### config.mk
export PLATFORM = sky130hd
export DESIGN_NAME = multicycle_control
export DESIGN_NICKNAME = d
export VERILOG_FILES = /design/src/rtl/multicycle_control.sv
export SDC_FILE = /design/constraint.sdc
export NUM_CORES = 1
export LEC_CHECK = 0
export BUFFER_PORTS_ARGS = -buffer_cell sky130_fd_sc_hd__buf_2
export CORE_MARGIN = 2
export CORE_UTILIZATION = 40
export DETAILED_ROUTE_END_ITERATION = 8
export GPL_TIMING_DRIVEN = 0
export PLACE_DENSITY = 0.78
export REMOVE_ABC_BUFFERS = 1
export SETUP_SLACK_MARGIN = 0.05
export SKIP_CTS_REPAIR_TIMING = 1
export SLEW_MARGIN = 25
export SYNTH_ARGS = -nofsm -noshare
export SYNTH_HDL_FRONTEND = slang
export SYNTH_SLANG_ARGS = --single-unit
### constraint.sdc
create_clock -name clk -period 2.9 [get_ports clk]
set_clock_uncertainty 0.1 [all_clocks]
set_input_delay 0.145 -clock clk [delete_from_list [all_inputs] [get_ports clk]]
set_output_delay 0.145 -clock clk [all_outputs]
set_load 0.01 [all_outputs]
### src/rtl/multicycle_control.sv
// multicycle_control: Moore-style control FSM for a shared-memory multi-cycle
// MIPS datapath. Each instruction runs fetch, decode, execute/address, and
// then memory and/or writeback. Memory states wait on mem_ready, and a
// bounded wait counter raises a sticky timeout fault.
//
// Optional feature macro: CTRL_SUBWORD_EN. When defined, lb/lh/sb/sh are
// accepted and the mem_size and load_signed outputs are added.
//
// Ports:
//   clk, reset_n      clock, asynchronous active-low reset
//   opcode            IR[31:26]; sampled in DECODE, MEM_ADDR, EXEC_I,
//                     ALU_WB and MEM_WB
//   mem_ready         memory completes the current access this cycle
//   pc_write, pc_write_cond_ne, pc_source       PC update control
//   iord, mem_read, mem_write, ir_write         memory/IR control
//   reg_dst, mem_to_reg, reg_write              register file control
//   alu_src_a, alu_src_b, alu_op                ALU control
//   mem_size, load_signed                       subword access (macro only)
//   fault, fault_code (registered)              sticky fault status
//   state (registered)                          current state encoding (debug)
// The control strobes are decoded from the registered state. ir_write and
// pc_write in FETCH also depend on mem_ready, so they can assert in the
// cycle the fetch completes.
module multicycle_control #(
   parameter int unsigned OPCODE_W    = 6,
   parameter int unsigned ALU_OP_W    = 3,
   parameter int unsigned MEM_TIMEOUT = 15,
   parameter int unsigned CNT_W       = 4
) (
   input  logic                clk,
   input  logic                reset_n,
   input  logic [OPCODE_W-1:0] opcode,
   input  logic                mem_ready,
   output logic                pc_write,
   output logic                pc_write_cond_ne,
   output logic [1:0]          pc_source,
   output logic                iord,
   output logic                mem_read,
   output logic                mem_write,
   output logic                ir_write,
   output logic [1:0]          reg_dst,
   output logic [1:0]          mem_to_reg,
   output logic                reg_write,
   output logic                alu_src_a,
   output logic [1:0]          alu_src_b,
   output logic [ALU_OP_W-1:0] alu_op,
`ifdef CTRL_SUBWORD_EN
   output logic [1:0]          mem_size,
   output logic                load_signed,
`endif
   output logic                fault,
   output logic [1:0]          fault_code,
   output logic [3:0]          state
);

   typedef enum logic [3:0] {
      S_IDLE     = 4'd0,
      S_FETCH    = 4'd1,
      S_DECODE   = 4'd2,
      S_MEM_ADDR = 4'd3,
      S_MEM_RD   = 4'd4,
      S_MEM_WB   = 4'd5,
      S_MEM_WR   = 4'd6,
      S_EXEC_R   = 4'd7,
      S_EXEC_I   = 4'd8,
      S_ALU_WB   = 4'd9,
      S_BRANCH   = 4'd10,
      S_JUMP     = 4'd11,
      S_JAL      = 4'd12,
      S_FAULT    = 4'd13
   } state_t;

   localparam logic [OPCODE_W-1:0] OP_RTYPE = OPCODE_W'(0);
   localparam logic [OPCODE_W-1:0] OP_J     = OPCODE_W'(2);
   localparam logic [OPCODE_W-1:0] OP_JAL   = OPCODE_W'(3);
   localparam logic [OPCODE_W-1:0] OP_BNE   = OPCODE_W'(5);
   localparam logic [OPCODE_W-1:0] OP_ADDI  = OPCODE_W'(8);
   localparam logic [OPCODE_W-1:0] OP_SLTI  = OPCODE_W'(10);
   localparam logic [OPCODE_W-1:0] OP_ANDI  = OPCODE_W'(12);
   localparam logic [OPCODE_W-1:0] OP_ORI   = OPCODE_W'(13);
   localparam logic [OPCODE_W-1:0] OP_XORI  = OPCODE_W'(14);
   localparam logic [OPCODE_W-1:0] OP_LUI   = OPCODE_W'(15);
   localparam logic [OPCODE_W-1:0] OP_LW    = OPCODE_W'(35);
   localparam logic [OPCODE_W-1:0] OP_SW    = OPCODE_W'(43);
`ifdef CTRL_SUBWORD_EN
   localparam logic [OPCODE_W-1:0] OP_LB    = OPCODE_W'(32);
   localparam logic [OPCODE_W-1:0] OP_LH    = OPCODE_W'(33);
   localparam logic [OPCODE_W-1:0] OP_SB    = OPCODE_W'(40);
   localparam logic [OPCODE_W-1:0] OP_SH    = OPCODE_W'(41);
`endif

   localparam logic [ALU_OP_W-1:0] ALU_ADD   = ALU_OP_W'(0);
   localparam logic [ALU_OP_W-1:0] ALU_SUB   = ALU_OP_W'(1);
   localparam logic [ALU_OP_W-1:0] ALU_FUNCT = ALU_OP_W'(2);
   localparam logic [ALU_OP_W-1:0] ALU_AND   = ALU_OP_W'(3);
   localparam logic [ALU_OP_W-1:0] ALU_OR    = ALU_OP_W'(4);
   localparam logic [ALU_OP_W-1:0] ALU_SLT   = ALU_OP_W'(5);
   localparam logic [ALU_OP_W-1:0] ALU_XOR   = ALU_OP_W'(6);
   localparam logic [ALU_OP_W-1:0] ALU_LUI   = ALU_OP_W'(7);

   localparam logic [1:0] FC_NONE    = 2'b00;
   localparam logic [1:0] FC_ILLEGAL = 2'b01;
   localparam logic [1:0] FC_TIMEOUT = 2'b10;

   localparam bit TIMEOUT_EN = (MEM_TIMEOUT != 0);

   state_t               state_q, state_d;
   logic [CNT_W-1:0]     cnt_q, cnt_d;
   logic                 fault_q;
   logic [1:0]           fault_code_q, fault_code_d;
   logic                 mem_timeout;
   logic                 is_rtype, is_load, is_store, is_imm, is_bne, is_j, is_jal;
   logic [ALU_OP_W-1:0]  imm_alu_op;

   // Wait limit reached with memory still busy; a ready in the same cycle wins.
   assign mem_timeout = TIMEOUT_EN && !mem_ready && (cnt_q == CNT_W'(MEM_TIMEOUT));

   // Opcode classification.
   always_comb begin
      is_rtype   = 1'b0;
      is_load    = 1'b0;
      is_store   = 1'b0;
      is_imm     = 1'b0;
      is_bne     = 1'b0;
      is_j       = 1'b0;
      is_jal     = 1'b0;
      imm_alu_op = ALU_ADD;
      case (opcode)
         OP_RTYPE: is_rtype = 1'b1;
         OP_LW:    is_load  = 1'b1;
         OP_SW:    is_store = 1'b1;
`ifdef CTRL_SUBWORD_EN
         OP_LB, OP_LH: is_load  = 1'b1;
         OP_SB, OP_SH: is_store = 1'b1;
`endif
         OP_ADDI:  is_imm = 1'b1;
         OP_SLTI:  begin is_imm = 1'b1; imm_alu_op = ALU_SLT; end
         OP_ANDI:  begin is_imm = 1'b1; imm_alu_op = ALU_AND; end
         OP_ORI:   begin is_imm = 1'b1; imm_alu_op = ALU_OR;  end
         OP_XORI:  begin is_imm = 1'b1; imm_alu_op = ALU_XOR; end
         OP_LUI:   begin is_imm = 1'b1; imm_alu_op = ALU_LUI; end
         OP_BNE:   is_bne = 1'b1;
         OP_J:     is_j   = 1'b1;
         OP_JAL:   is_jal = 1'b1;
         default:  ;
      endcase
   end

   // State, wait counter and sticky fault registers.
   always_ff @(posedge clk or negedge reset_n) begin
      if (!reset_n) begin
         state_q      <= S_IDLE;
         cnt_q        <= '0;
         fault_q      <= 1'b0;
         fault_code_q <= FC_NONE;
      end else begin
         state_q      <= state_d;
         cnt_q        <= cnt_d;
         fault_q      <= (state_d == S_FAULT);
         fault_code_q <= fault_code_d;
      end
   end

   // Next state, wait counter and control strobes.
   always_comb begin
      state_d          = state_q;
      cnt_d            = '0;
      fault_code_d     = fault_code_q;
      pc_write         = 1'b0;
      pc_write_cond_ne = 1'b0;
      pc_source        = 2'b00;
      iord             = 1'b0;
      mem_read         = 1'b0;
      mem_write        = 1'b0;
      ir_write         = 1'b0;
      reg_dst          = 2'b00;
      mem_to_reg       = 2'b00;
      reg_write        = 1'b0;
      alu_src_a        = 1'b0;
      alu_src_b        = 2'b00;
      alu_op           = ALU_ADD;
      case (state_q)
         S_IDLE: state_d = S_FETCH;
         S_FETCH: begin
            mem_read  = 1'b1;
            alu_src_b = 2'b01;
            if (mem_ready) begin
               ir_write = 1'b1;
               pc_write = 1'b1;
               state_d  = S_DECODE;
            end else if (mem_timeout) begin
               state_d      = S_FAULT;
               fault_code_d = FC_TIMEOUT;
            end else begin
               cnt_d = cnt_q + CNT_W'(1);
            end
         end
         S_DECODE: begin
            alu_src_b = 2'b11;
            if (is_rtype)                state_d = S_EXEC_R;
            else if (is_load || is_store) state_d = S_MEM_ADDR;
            else if (is_imm)             state_d = S_EXEC_I;
            else if (is_bne)             state_d = S_BRANCH;
            else if (is_j)               state_d = S_JUMP;
            else if (is_jal)             state_d = S_JAL;
            else begin
               state_d      = S_FAULT;
               fault_code_d = FC_ILLEGAL;
            end
         end
         S_MEM_ADDR: begin
            alu_src_a = 1'b1;
            alu_src_b = 2'b10;
            state_d   = is_load ? S_MEM_RD : S_MEM_WR;
         end
         S_MEM_RD, S_MEM_WR: begin
            iord      = 1'b1;
            mem_read  = (state_q == S_MEM_RD);
            mem_write = (state_q == S_MEM_WR);
            if (mem_ready) begin
               state_d = (state_q == S_MEM_RD) ? S_MEM_WB : S_FETCH;
            end else if (mem_timeout) begin
               state_d      = S_FAULT;
               fault_code_d = FC_TIMEOUT;
            end else begin
               cnt_d = cnt_q + CNT_W'(1);
            end
         end
         S_MEM_WB: begin
            mem_to_reg = 2'b01;
            reg_write  = 1'b1;
            state_d    = S_FETCH;
         end
         S_EXEC_R: begin
            alu_src_a = 1'b1;
            alu_op    = ALU_FUNCT;
            state_d   = S_ALU_WB;
         end
         S_EXEC_I: begin
            alu_src_a = 1'b1;
            alu_src_b = 2'b10;
            alu_op    = imm_alu_op;
            state_d   = S_ALU_WB;
         end
         S_ALU_WB: begin
            reg_write = 1'b1;
            reg_dst   = is_rtype ? 2'b01 : 2'b00;
            state_d   = S_FETCH;
         end
         S_BRANCH: begin
            alu_src_a        = 1'b1;
            alu_op           = ALU_SUB;
            pc_write_cond_ne = 1'b1;
            pc_source        = 2'b01;
            state_d          = S_FETCH;
         end
         S_JUMP: begin
            pc_write  = 1'b1;
            pc_source = 2'b10;
            state_d   = S_FETCH;
         end
         S_JAL: begin
            pc_write   = 1'b1;
            pc_source  = 2'b10;
            reg_dst    = 2'b10;
            mem_to_reg = 2'b10;
            reg_write  = 1'b1;
            state_d    = S_FETCH;
         end
         S_FAULT: state_d = S_FAULT;
         default: state_d = S_FAULT;
      endcase
   end

`ifdef CTRL_SUBWORD_EN
   // Access size only during the memory access itself; sign extension on writeback.
   always_comb begin
      mem_size    = 2'b00;
      load_signed = 1'b0;
      if (state_q == S_MEM_RD || state_q == S_MEM_WR) begin
         if (opcode == OP_LB || opcode == OP_SB)      mem_size = 2'b10;
         else if (opcode == OP_LH || opcode == OP_SH) mem_size = 2'b01;
      end
      if (state_q == S_MEM_WB) load_signed = (opcode == OP_LB) || (opcode == OP_LH);
   end
`endif

   assign fault      = fault_q;
   assign fault_code = fault_code_q;
   assign state      = state_q;

endmodule

==> impl_metrics.py, run 1 <==
metrics = {
    "status": {
        "outcome": "complete, no violations",
    },
    "global_route": {
        "antenna_found_initial": 0,
        "track_usage": 0.166,
        "overflow": 0,
        "grt_max_degree": 21,
        "first_global_vias": 936,
        "grt_pass1_wl_um": 4260,
    },
    "cts": {
        "clk_latency_ns": 0.27,
        "cts_buffers": 3,
        "clkTransAtPathRegs_ns": 0.07,
        "root_buffer": "clkbuf_4",
        "cts_sinks": 11,
        "cts.path.max_buffers": 2,
        "cts_max_level": 1,
        "cts_tree": "done",
    },
    "die": {
        "core_mm2": 0.00250,
        "fp.dieH_um": 55.5,
        "rows": 18,
        "ios": 35,
        "die_area_mm2": 0.00308,
        "fp.dieW_um": 55.5,
        "initial_utilization": 0.424,
    },
    "finish": {
        "final_nets": 179,
        "diodes": 0,
        "fillCellCount": 243,
        "drive_gt1_frac": 0.274,
        "layout_common_cells": "buf_2 (34), nor2_1 (21), a21oi_1 (11), dfrtp_1 (11)",
        "mostFrequentLayoutCell": "buf_2",
        "final_util": 0.491,
        "area_growth_pct": 15.7,
    },
    "critical_path": {
        "worstPathRequired_ns": 2.65,
        "cp_slowest_cell": "dfrtp_1",
        "max_stage_delay_ns": 0.58,
        "path_class": "reg -> out",
        "arrival_ns": 2.12,
        "critPathCaptureType": "output port",
        "crit_chain": "inv_1 -> nand2_1 -> or4_1 -> o22ai_1 -> buf_2",
        "worst_setup_path_start_kind": "flop",
        "worst-path-max-fanout": 17,
    },
    "job": {
        "maxCapViolCount": 0,
    },
    "yosys": {
        "synth-edff-count": 0,
        "ys_warn_count": 0,
        "ys.flop_type": "dfrtp_1",
        "netlist_top_cells_area": "dfrtp_1 (26%), nor2_1 (7.4%), a21oi_1 (5.2%), nand2b_1 (3.5%), o21ai_0 (2.8%)",
        "synthDistinctLibCells": 47,
        "synth_area_per_cell_um2": 7.47,
        "yosys.area.top_type": "dfrtp_1",
        "synthArstFlopShare": 1.00,
        "yosysSeqAreaShare": 0.259,
        "synth_seq_cells": 11,
        "synth_area_mm2": 0.00106,
        "synth_top_area_frac": 0.259,
        "syn_inst": 142,
    },
    "place": {
        "io_buffers": 34,
        "hpwlAfterDp_um": 1940,
        "gp_congestion": 0.902,
    },
    "hold_path": {
        "min_path_type": "in -> reg",
    },
    "sta": {
        "final.min_clock_period_ns": 2.37,
        "max_freq_mhz": 422,
        "fin_crit_sh": 0.817,
        "finalSetupTns_ns": 0,
        "setup_viol": 0,
        "rsz0062_at_grt": "false",
        "finalMaxSlewViolations": 0,
        "max_slew_margin": 0.609,
        "tightest_slew_ns": 0.579,
        "hold_viol_final": 0,
    },
    "drt": {
        "viasPerCell": 5.59,
        "avgRoutedWirePerCell_um": 12.5,
        "vias": 1106,
        "ant_nets": 0,
        "first_pass_iters": 4,
        "drcViolationCount": 0,
        "drt_iter0_drc": 44,
        "routed_wl_um": 2480,
    },
    "power": {
        "leakage_nw": 0.584,
        "peakVddDrop_mv": 0.446,
        "power.density_mw_per_mm2": 778,
    },
}
cells by family (layout without fill, tap and decap cells):
group           count (synthesis)  count (layout)  synth area share
compound gates                 38              38             0.251
buf+inv                        21              47             0.103
simple gates                   66              66             0.331
xor+xnor                        3               3            0.0248
mux                             2               2            0.0189
flops                          11              11             0.259
fa+ha+maj                       1               1            0.0118
where the power goes:
part / internal, mW / total (mW) / switching, mW
combinational: 0.244 / 0.532 / 0.288
clock: 0.0511 / 0.103 / 0.0519
sequential: 0.196 / 0.320 / 0.124
cells in the mapped netlist (2+ instances only):
cell / number
or4_1: 2
nor3_1: 5
or3_1: 2
a31oi_1: 2
dfrtp_1: 11
mux2i_1: 2
nand2b_1: 6
nor4_1: 2
and3_1: 2
nand3_1: 5
clkbuf_1: 3
a21oi_1: 11
nor2_1: 21
buf_2: 5
o22ai_1: 3
nand2_1: 8
nor2b_1: 4
a211oi_2: 2
buf_4: 2
xnor2_1: 2
inv_1: 8
a211oi_1: 3
buf_6: 2
o21ai_0: 6
registers in the layout, summed over array words and instances (netlist names):
name	count
cnt_q	4
fault	1
fault_code	2
state	4
per-layer routing:
metal	track usage	share of wire	wire length (µm)
met4	0.0209	0.0048	12
met2	0.277	0.50	1230
met3	0.0351	0.044	109
met5	0	0	0
met1	0.225	0.45	1120
worst max-delay path: cells and delay by family, from the launching register on:
kind	cells	cell delay [ns]
AND/OR/NAND/NOR	2	0.71
buffers and inverters	2	0.39
AO/OA/AOI/OAI	1	0.17
flip-flops	1	0.58
area by class of cell:
type                       count  area [µm²]  area share
inverter                       8        30.0      0.0245
sequential                    11         275       0.224
tap                           30        37.5      0.0306
timing repair buffer          35         180       0.147
multi-input combinational    110         677       0.551
clock inverter                 1        5.00     0.00408
clock buffer                   3        22.5      0.0183
stage by stage:
| stage | power, mW | setup slack [ns] | cell area, µm² | instances | hold slack, ns |
|---|---|---|---|---|---|
| after floorplan | 0.659 | 1.03 | 982 | 129 | -0.251 |
| after global placement | 0.844 | 0.848 | 1190 | 193 | -0.0851 |
| after detailed placement | 0.856 | 0.845 | 1190 | 193 | -0.0756 |
| after CTS | 0.961 | 0.541 | 1220 | 197 | -0.373 |
| after global routing | 1.05 | 0.362 | 1230 | 198 | 0.172 |
| final | 0.955 | 0.531 | 1230 | 198 | 0.147 |
final timing paths:
| kind | slack [ns] | depth (start not counted) | endpoint | start |
|---|---|---|---|---|
| max | 0.53 | 5 | alu_op[1] | state[2]$_DFF_PN0_ |
| min | 0.15 | 3 | state[0]$_DFF_PN0_ | opcode[4] |
| max reg2reg | 0.85 | 5 | fault$_DFF_PN0_ | state[3]$_DFF_PN0_ |
| min reg2reg | 0.38 | 1 | cnt_q[0]$_DFF_PN0_ | cnt_q[0]$_DFF_PN0_ |
| max in group asynchronous | 2.34 | 2 | cnt_q[2]$_DFF_PN0_ | reset_n |
| min in group asynchronous | 0.17 | 2 | fault_code[1]$_DFFE_PN0P_ | reset_n |
No activity file was read; power rests on OpenSTA's default activity.
==> inputs of run 2 (changes only) <==
- PLACE_DENSITY: 0.78 -> 0.8
- clock period: 2.9 -> 2.12 ns (I/O delays scaled with it)
==> run 2 against run 1 <==
First-iteration DRC count fell by 27%. Clock power rose by 37%. Wire length rose by 5.8%. Total power rose by 46%. Core utilization rose by 2.1 points. Worst setup slack got worse by 0.38 ns. Via count rose by 1.9%. Critical endpoint unchanged.
==> impl_metrics.py, run 2 (same netlist as run 1, synthesis figures left out) <==
metrics = {
    "job": {
        "maxCapViolCount": 0,
    },
    "global_route": {
        "grt_max_degree": 21,
        "antenna_found_initial": 0,
        "first_global_vias": 978,
        "grt_pass1_wl_um": 4320,
        "track_usage": 0.169,
        "overflow": 0,
    },
    "sta": {
        "fin_crit_sh": 0.928,
        "finalSetupTns_ns": 0,
        "final.min_clock_period_ns": 1.97,
        "hold_viol_final": 0,
        "rsz0062_at_grt": "false",
        "max_freq_mhz": 508,
        "tightest_slew_ns": 0.524,
        "worst_hold_slack_ns": 0.118,
        "setup_viol": 0,
        "setup_slack_ns": 0.152,
        "finalMaxSlewViolations": 0,
        "max_slew_margin": 0.646,
    },
    "status": {
        "outcome": "complete, no violations",
    },
    "cts": {
        "clk_latency_ns": 0.27,
        "cts.path.max_buffers": 2,
        "cts_sinks": 11,
        "cts_max_level": 1,
        "cts_buffers": 3,
        "clkTransAtPathRegs_ns": 0.07,
        "cts_tree": "done",
        "root_buffer": "clkbuf_4",
    },
    "die": {
        "initial_utilization": 0.424,
        "fp.dieW_um": 55.5,
        "ios": 35,
        "rows": 18,
        "fp.dieH_um": 55.5,
        "die_area_mm2": 0.00308,
        "core_mm2": 0.00250,
    },
    "power": {
        "power.density_mw_per_mm2": 1090,
        "p_int_uw": 735,
        "combPwrFrac": 0.601,
        "netSwitchingFraction": 0.473,
        "leakage_nw": 0.607,
        "p_clk_frac": 0.101,
        "peakVddDrop_mv": 0.534,
        "total_power_mw": 1.39,
        "power_switching_uw": 659,
        "p_seq_frac": 0.298,
    },
    "drt": {
        "first_pass_iters": 4,
        "avgRoutedWirePerCell_um": 12.9,
        "ant_nets": 0,
        "vias": 1127,
        "drt_iter0_drc": 32,
        "routed_wl_um": 2620,
        "viasPerCell": 5.55,
        "drcViolationCount": 0,
    },
    "finish": {
        "final_util": 0.512,
        "layout_common_cells": "buf_2 (34), nor2_1 (21), a21oi_1 (11)",
        "final_nets": 184,
        "drive_gt1_frac": 0.335,
        "fin_cells": 203,
        "mostFrequentLayoutCell": "buf_2",
        "area_growth_pct": 20.5,
        "final_area_mm2": 0.00128,
        "diodes": 0,
    },
    "place": {
        "place_ws_ns": 0.0877,
        "gp_congestion": 0.814,
        "io_buffers": 34,
        "hpwlAfterDp_um": 1880,
        "dpl.cell_count": 193,
        "placed_area_mm2": 0.00119,
    },
    "critical_path": {
        "worstPathRequired_ns": 1.91,
        "max_stage_delay_ns": 0.51,
        "path_class": "reg -> out",
        "cp_slowest_cell": "or4_4",
        "critPathCaptureType": "output port",
        "crit_chain": "inv_2 -> nand2_2 -> or4_4 -> o22ai_1 -> buf_2",
        "worst_setup_path_start_kind": "flop",
        "worst-path-max-fanout": 7,
        "arrival_ns": 1.76,
    },
    "hold_path": {
        "min_path_type": "in -> async",
    },
}
run 2: cell count changes in the layout (fill, tap and decap cells not counted), sizes merged:
cell  before  now
buf       34   39
run 2: worst max-delay path: cells and delay by family (launching register included):
family / cells / cell delay (ns)
DFF: 1 / 0.46
AOI/OAI and AO/OA: 1 / 0.17
buffers and inverters: 2 / 0.26
and+or+nand+nor: 2 / 0.60
run 2: worst paths after layout:
check | startpoint | slack [ns] | cells after the start | end
max reg2reg | state[0]$_DFF_PN0_ | 0.24 | 5 | fault$_DFF_PN0_
min | reset_n | 0.12 | 2 | cnt_q[2]$_DFF_PN0_
max | state[2]$_DFF_PN0_ | 0.15 | 5 | alu_op[1]
max in group asynchronous | reset_n | 1.58 | 2 | state[0]$_DFF_PN0_
min in group clk | opcode[4] | 0.12 | 3 | state[0]$_DFF_PN0_
min reg2reg | cnt_q[0]$_DFF_PN0_ | 0.39 | 1 | cnt_q[0]$_DFF_PN0_
run 2: final cells by class:
class	count	area, µm²
well taps	30	37.5
clock buffers	3	22.5
fillers	247	1220
clock inverters	1	5.00
repair buffers	40	218
multi-input cells	110	683
inverters	8	30.0
flip-flops and latches	11	283
run 2: power groups by stage:
stage	combinational, mW	clock (mW)	sequential (mW)
finish	0.837	0.141	0.416
global route	0.932	0.156	0.432
CTS	0.733	0.146	0.438
detailed placement	0.731	0	0.442
global placement	0.719	0	0.438
floorplan	0.478	0	0.424
run 2: layer usage:
layer	vias up	global-route usage	wire length (µm)
met5	-	0	0
met4	0	0.0418	19
met3	2	0.0258	152
met2	40	0.299	1310
met1	521	0.213	1140
li1	564	-	-
==> inputs of run 3 (changes only) <==
- CELL_PAD_IN_SITES_DETAIL_PLACEMENT: default -> 1
- CELL_PAD_IN_SITES_GLOBAL_PLACEMENT: default -> 1
- CORE_UTILIZATION: 40 -> 32
- PLACE_DENSITY: 0.8 -> 0.88
==> run 3 against run 2 <==
Worst setup slack lost 0.028 ns. Critical path depth unchanged. Final cell count up 9.9%. Register-to-register slack lost 0.03 ns. Worst hold slack improved by 0.0069 ns. Sequential share of layout area shrank 0.78 points. Critical path type unchanged. Sequential power grew 1%. Total power up 8.5%. Sequential cell count unchanged. Combinational power up 13%.
==> impl_metrics.py, run 3 (same netlist as run 1, synthesis figures left out) <==
metrics = {
    "status": {
        "outcome": "complete, no violations",
    },
    "place": {
        "io_buffers": 34,
        "place_ws_ns": 0.0319,
        "hpwlAfterDp_um": 2340,
        "gp_congestion": 0.898,
    },
    "cts": {
        "cts_sinks": 11,
        "cts_buffers": 3,
        "root_buffer": "clkbuf_4",
        "cts_tree": "done",
        "clkTransAtPathRegs_ns": 0.07,
        "cts.path.max_buffers": 2,
        "cts_max_level": 1,
        "clk_latency_ns": 0.27,
    },
    "die": {
        "fp.dieH_um": 61.6,
        "ios": 35,
        "die_area_mm2": 0.00379,
        "rows": 20,
        "core_mm2": 0.00310,
        "fp.dieW_um": 61.6,
        "initial_utilization": 0.342,
    },
    "drt": {
        "first_pass_iters": 4,
        "routed_wl_um": 3280,
        "viasPerCell": 5.26,
        "vias": 1173,
        "ant_nets": 0,
        "drcViolationCount": 0,
        "avgRoutedWirePerCell_um": 14.7,
        "drt_iter0_drc": 29,
    },
    "sta": {
        "worst_hold_slack_ns": 0.125,
        "finalSetupTns_ns": 0,
        "setup_slack_ns": 0.124,
        "max_freq_mhz": 501,
        "tightest_slew_ns": 0.651,
        "hold_viol_final": 0,
        "finalMaxSlewViolations": 0,
        "rsz0062_at_grt": "false",
        "setup_viol": 0,
        "max_slew_margin": 0.560,
        "final.min_clock_period_ns": 2.00,
        "fin_crit_sh": 0.941,
    },
    "finish": {
        "area_growth_pct": 27.1,
        "diodes": 0,
        "fillCellCount": 420,
        "mostFrequentLayoutCell": "buf_2",
        "layout_common_cells": "buf_2 (34), nor2_1 (21), a21oi_1 (11), buf_4 (11)",
        "drive_gt1_frac": 0.358,
        "final_nets": 190,
        "final_util": 0.435,
    },
    "critical_path": {
        "timing.rr.start": "state[0]$_DFF_PN0_",
        "worstPathRequired_ns": 1.91,
        "arrival_ns": 1.79,
        "path_class": "reg -> out",
        "rrSetupSlack_ns": 0.21,
        "worst-path-max-fanout": 8,
        "cp-endpoint": "alu_op[1]",
        "critPathCaptureType": "output port",
        "reg2reg_depth": 5,
        "worst_setup_path_start_kind": "flop",
        "startpoint": "state[2]$_DFF_PN0_",
        "r2r_end": "fault$_DFF_PN0_",
    },
    "global_route": {
        "first_global_vias": 1048,
        "antenna_found_initial": 0,
        "grt_pass1_wl_um": 4910,
        "grt_max_degree": 21,
        "track_usage": 0.174,
        "overflow": 0,
    },
    "power": {
        "power.density_mw_per_mm2": 1120,
        "total_power_mw": 1.51,
        "leakage_nw": 0.638,
        "peakVddDrop_mv": 0.293,
    },
    "job": {
        "maxCapViolCount": 0,
    },
    "hold_path": {
        "min_path_type": "in -> async",
    },
}
run 3: worst min-delay path by stage:
stage / from / endpoint / slack [ns] / cells after the start
2_1_floorplan: reset_n / cnt_q[0]$_DFF_PN0_ / -0.29 / 0
3_3_place_gp: reset_n / fault_code[1]$_DFFE_PN0P_ / -0.13 / 1
3_5_place_dp: reset_n / cnt_q[0]$_DFF_PN0_ / -0.12 / 1
4_1_cts: reset_n / fault_code[0]$_DFFE_PN0P_ / -0.42 / 1
5_1_grt: reset_n / fault_code[0]$_DFFE_PN0P_ / 0.14 / 2
6_report: reset_n / fault_code[1]$_DFFE_PN0P_ / 0.12 / 2
run 3: critical path, cell delays in order (launching register included):
cell and delay [ns]:
dfrtp_2 0.48, inv_4 0.11, nand2_2 0.09, or4_4 0.51, o22ai_1 0.18, buf_2 0.16
run 3: report_power, final:
part	switching [mW]	internal [mW]	leakage, nW
logic	0.511	0.438	0.484
registers	0.133	0.288	0.136
clock network	0.0729	0.0699	0.0177
total	0.716	0.796	0.638
run 3: routing by layer:
layer  vias up  share of wire  track usage
met3         0          0.028       0.0252
met4         0              0       0.0547
li1        576              -            -
met2        27           0.53        0.299
met5         -              0            0
met1       570           0.44        0.224
run 3: cell type report:
cell class | instances | area, µm² | share of cell area
clock buffers | 3 | 22.5 | 0.0167
clock inverters | 1 | 5.00 | 0.00371
inverters | 8 | 32.5 | 0.0241
multi-input cells | 110 | 683 | 0.506
flip-flops and latches | 11 | 288 | 0.213
well taps | 44 | 55.1 | 0.0408
repair buffers | 46 | 263 | 0.195
run 3: through the flow:
step / instances / instance area, µm²
after detailed placement: 207 / 1210
after global routing: 223 / 1350
after floorplan: 129 / 982
after global placement: 207 / 1210
final: 223 / 1350
after CTS: 211 / 1230
